### src/rtl/vga_color_display.sv
// 640x480@60 VGA scanner painting the tens colour left and the ones colour right.
// Optional 2-pixel black divider between the halves: define VGA_COLOR_DIVIDER_EN.
module vga_color_display #(
    parameter int CLK_DIV   = 2,
    parameter int H_VISIBLE = 640,
    parameter int H_FRONT   = 16,
    parameter int H_SYNC    = 96,
    parameter int H_BACK    = 48,
    parameter int V_VISIBLE = 480,
    parameter int V_FRONT   = 10,
    parameter int V_SYNC    = 2,
    parameter int V_BACK    = 33
) (
    input  logic        clk,
    input  logic        rst,
    input  logic [23:0] code,
    output logic        hsync,
    output logic        vsync,
    output logic [3:0]  red,
    output logic [3:0]  green,
    output logic [3:0]  blue,
    output logic        frame_start
);

    localparam int H_TOTAL = H_VISIBLE + H_FRONT + H_SYNC + H_BACK;
    localparam int V_TOTAL = V_VISIBLE + V_FRONT + V_SYNC + V_BACK;
    localparam int DW = (CLK_DIV > 1) ? $clog2(CLK_DIV) : 1;
    localparam int HW = $clog2(H_TOTAL);
    localparam int VW = $clog2(V_TOTAL);

    localparam logic [DW-1:0] DIV_LAST = DW'(CLK_DIV - 1);
    localparam logic [HW-1:0] H_LAST   = HW'(H_TOTAL - 1);
    localparam logic [HW-1:0] H_VIS    = HW'(H_VISIBLE);
    localparam logic [HW-1:0] H_HALF   = HW'(H_VISIBLE / 2);
    localparam logic [HW-1:0] HS_BEG   = HW'(H_VISIBLE + H_FRONT);
    localparam logic [HW-1:0] HS_END   = HW'(H_VISIBLE + H_FRONT + H_SYNC);
    localparam logic [VW-1:0] V_LAST   = VW'(V_TOTAL - 1);
    localparam logic [VW-1:0] V_VIS    = VW'(V_VISIBLE);
    localparam logic [VW-1:0] VS_BEG   = VW'(V_VISIBLE + V_FRONT);
    localparam logic [VW-1:0] VS_END   = VW'(V_VISIBLE + V_FRONT + V_SYNC);
`ifdef VGA_COLOR_DIVIDER_EN
    localparam logic [HW-1:0] DIV_LO   = HW'(H_VISIBLE / 2 - 1);
`endif

    logic [DW-1:0] div_q, div_d;
    logic [HW-1:0] h_q, h_d;
    logic [VW-1:0] v_q, v_d;
    logic          hs_q, hs_d;
    logic          vs_q, vs_d;
    logic [11:0]   rgb_q, rgb_d;
    logic          fs_q, fs_d;
    logic [23:0]   code_q, code_d;

    logic          tick;
    logic          visible;
    logic [11:0]   pix;

    always_comb begin
        div_d   = div_q;
        h_d     = h_q;
        v_d     = v_q;
        hs_d    = hs_q;
        vs_d    = vs_q;
        rgb_d   = rgb_q;
        code_d  = code_q;
        fs_d    = 1'b0;
        pix     = 12'h000;

        tick    = (div_q == DIV_LAST);
        visible = (h_q < H_VIS) && (v_q < V_VIS);

        if (visible) begin
            pix = (h_q < H_HALF) ? code_q[23:12] : code_q[11:0];
`ifdef VGA_COLOR_DIVIDER_EN
            if (h_q == DIV_LO || h_q == H_HALF) begin
                pix = 12'h000;
            end
`endif
        end

        div_d = tick ? '0 : div_q + DW'(1);

        // Everything below sees the pre-increment position of this pixel.
        if (tick) begin
            h_d   = (h_q == H_LAST) ? '0 : h_q + HW'(1);
            if (h_q == H_LAST) begin
                v_d = (v_q == V_LAST) ? '0 : v_q + VW'(1);
            end
            hs_d  = !((h_q >= HS_BEG) && (h_q < HS_END));
            vs_d  = !((v_q >= VS_BEG) && (v_q < VS_END));
            rgb_d = pix;
            if (h_q == H_LAST && v_q == V_LAST) begin
                code_d = code;
                fs_d   = 1'b1;
            end
        end
    end

    always_ff @(posedge clk) begin
        if (rst) begin
            div_q  <= '0;
            h_q    <= '0;
            v_q    <= '0;
            hs_q   <= 1'b1;
            vs_q   <= 1'b1;
            rgb_q  <= 12'h000;
            fs_q   <= 1'b0;
            code_q <= 24'hFFFFFF;
        end else begin
            div_q  <= div_d;
            h_q    <= h_d;
            v_q    <= v_d;
            hs_q   <= hs_d;
            vs_q   <= vs_d;
            rgb_q  <= rgb_d;
            fs_q   <= fs_d;
            code_q <= code_d;
        end
    end

    assign hsync       = hs_q;
    assign vsync       = vs_q;
    assign red         = rgb_q[11:8];
    assign green       = rgb_q[7:4];
    assign blue        = rgb_q[3:0];
    assign frame_start = fs_q;

endmodule

### config.mk
export PLATFORM = sky130hd
export DESIGN_NAME = vga_color_display
export DESIGN_NICKNAME = d
export VERILOG_FILES = /design/src/rtl/vga_color_display.sv
export SDC_FILE = /design/constraint.sdc
export NUM_CORES = 1
export LEC_CHECK = 0
export CORE_MARGIN = 3
export CORE_UTILIZATION = 47
export DETAILED_ROUTE_END_ITERATION = 12
export PLACE_DENSITY_LB_ADDON = 0.1
export RECOVER_POWER = 25
export SLEW_MARGIN = 0
export SYNTH_ARGS = -nofsm -noshare
export SYNTH_HDL_FRONTEND = slang
export SYNTH_SLANG_ARGS = --single-unit
### constraint.sdc
create_clock -name clk -period 2 [get_ports clk]
set_input_delay 0.4 -clock clk [delete_from_list [all_inputs] [get_ports clk]]
set_output_delay 0.4 -clock clk [all_outputs]
set_load 0.01 [all_outputs]
==> flow_summary.ini <==
[layout]
final_nets = 345
final_common_cell = dfxtp_1
final_area_sq_um = 3380
stdcell_count = 387
fin_util_pct = 69.2
final_cell_mix = dfxtp_1 (57), clkdlybuf4s50_1 (29), buf_4 (23), nand2_1 (20)
n_antenna_cell = 0
drive_gt1_share_pct = 21.3
area_growth_pct = 37.9

[pwr]
leakage_nw = 1.32
peakVddDrop_v = 0.000488
powerDensity_nw_per_um2 = 778

[grt]
antenna_found_initial = 0
grtUsageTotal_pct = 17.7
grt_max_degree = 32
grt_pass1_wl_um = 8500
grt.overflow.total = 0
first_global_vias = 1896

[drt]
num_vias = 2029
vias_per_cell = 5.24
route.final.wire_length_um = 5470
post_drt_wl_per_cell_um = 14.1
ant_nets = 0
dr.pass1.iters = 4
drt-initial-drc-count = 113
drc = 0

[sta]
fin_worst_skew_ps = 7.52
setup_viol = 0
tns_ps = 0
worst_pin_slew_ps = 915
fin_crit_sh_pct = 96.2
final_max_slew_viol_count = 0
clock.fmax_mhz = 520
timing.final.crit_period_ps = 1920
rsz0062_at_grt = false
max_slew_margin_pct = 38.8
hold_violations = 0
holdWs_ps = 449

[clock_tree]
clkSlewWorstSetupHoldPaths_ps = 70
root_buffer = clkbuf_8
numCtsBuffers = 9
htreeDepth = 3
cts.path.max_buffers = 2
worstSkewPairLatency_ps = 320
cts_tree = built
cts_sinks = 60

[floorplanning]
fp.dieH_um = 78.2
die_w_um = 78.2
pin_count = 41
die-area_sq_um = 6110
fp-row-count = 25
fp.coreArea_sq_um = 4880
start_util_pct = 50.2

[status]
status = finished clean

[yosys]
synth_top_area_share_pct = 49.0
yosysSeqAreaShare_pct = 49.0
synth_fp_nets = 275
synth.area.top_cells = dfxtp_1 (49%), o22a_1 (6.8%), mux2i_1 (5.7%)
yosysUniqueCellTypes = 38
yosys.area.top_type = dfxtp_1
yosys_warnings = 0
synthCells = 245
synth_edf_count = 0
syn_area_per_cell_sq_um = 10.0
ys.flop_type = dfxtp_1
syn_area_sq_um = 2450
synth-seq-cells = 60
synthArstFlopShare_pct = 0

[place]
port-buffer-count = 40
placed_cell_area_sq_um = 3060
dp.cells = 365
gp_congestion = 0.832
dpl.hpwl_um = 3540

[critical_path]
arrival_ps = 2140
cp-start-kind = flop
crit_type = flop to flop
cp_max_fo = 6
worstPathRequired_ps = 2220
end_kind = flop

[hold_path]
hp-class = flop to flop

[flow_run]
drv_cap = 0
stage by stage:
stage          power (mW)  worst slack, ps
3_3_place_gp         1.44            -86.1
2_1_floorplan        1.32             8.73
5_1_grt              2.73             21.3
6_report             2.63             75.5
4_1_cts              2.64             59.7
3_5_place_dp         1.44            -91.6
synthesized netlist by cell type, drive strengths merged, types with 2 or more instances:
cell,number
a21oi,5
nor3,7
nand2,20
o21ai,16
or4,4
nor2,19
o22a,24
xor2,4
nor4b,2
inv,8
or3,3
nand3,9
and3,2
dfxtp,60
nand2b,3
mux2i,14
o31ai,3
nor4,5
buf,8
clkbuf,4
ha,4
xnor2,8
nand4,5
layout make-up:
| cell class | count | area [sq um] |
|---|---|---|
| Multi-Input combinational cell | 168 | 1200 |
| Clock inverter | 6 | 86.3 |
| Timing Repair Buffer | 68 | 631 |
| Fill cell | 424 | 1500 |
| Inverter | 8 | 30.0 |
| Tap cell | 67 | 83.8 |
| Sequential cell | 60 | 1200 |
| Clock buffer | 10 | 138 |
registers in the layout (all words and copies together) (netlist names):
signal       cells
hsync            1
v_q             10
h_q             10
frame_start      1
vsync            1
div_q            1
rgb_q           12
code_q          24
path summary, 6_finish.rpt:
path,slack [ps],cells after the start,endpoint,start
max,80,7,code_q[8],v_q[1]
min,450,2,rgb_q[5],rgb_q[5]
max reg2reg,80,7,code_q[8],v_q[1]
min reg2reg,450,2,rgb_q[5],rgb_q[5]
routing by layer:
metal | track usage [%] | share of wire (%)
met1 | 23.1 | 48
met2 | 27.4 | 47
met3 | 5.28 | 3.6
met4 | 7.34 | 1.2
met5 | 0 | 0
report_power, final:
| part | switching (mW) | internal (mW) | leakage, nW |
|---|---|---|---|
| clock network | 0.480 | 0.735 | 0.113 |
| registers | 0.0147 | 1.22 | 0.489 |
| logic | 0.0737 | 0.103 | 0.715 |
| total | 0.568 | 2.06 | 1.32 |
repair_timing:
action	CTS	global route
pin swaps	1	6
resized for setup	0	10
gates cloned	0	4
buffers inserted	0	2
hold buffers	0	0
setup endpoints to repair	24	26
worst max-delay path: stages (launching register included):
cell and delay, ps:
dfxtp_1 320, inv_1 70, ha_1 150, nor4b_2 180, nand4_1 190, buf_4 200, or4_4 480, o22a_1 230
cells by family after synthesis:
kind of cell | Yosys count | synth area share (%)
AND/OR/NAND/NOR | 84 | 19.3
flip-flops | 60 | 49.0
AO/OA/AOI/OAI | 51 | 14.9
buffers and inverters | 20 | 4.80
multiplexers | 14 | 5.72
XOR/XNOR | 12 | 4.29
adder cells (fa/ha/maj) | 4 | 2.04
Note: power is estimated with default switching activity, not from simulation.
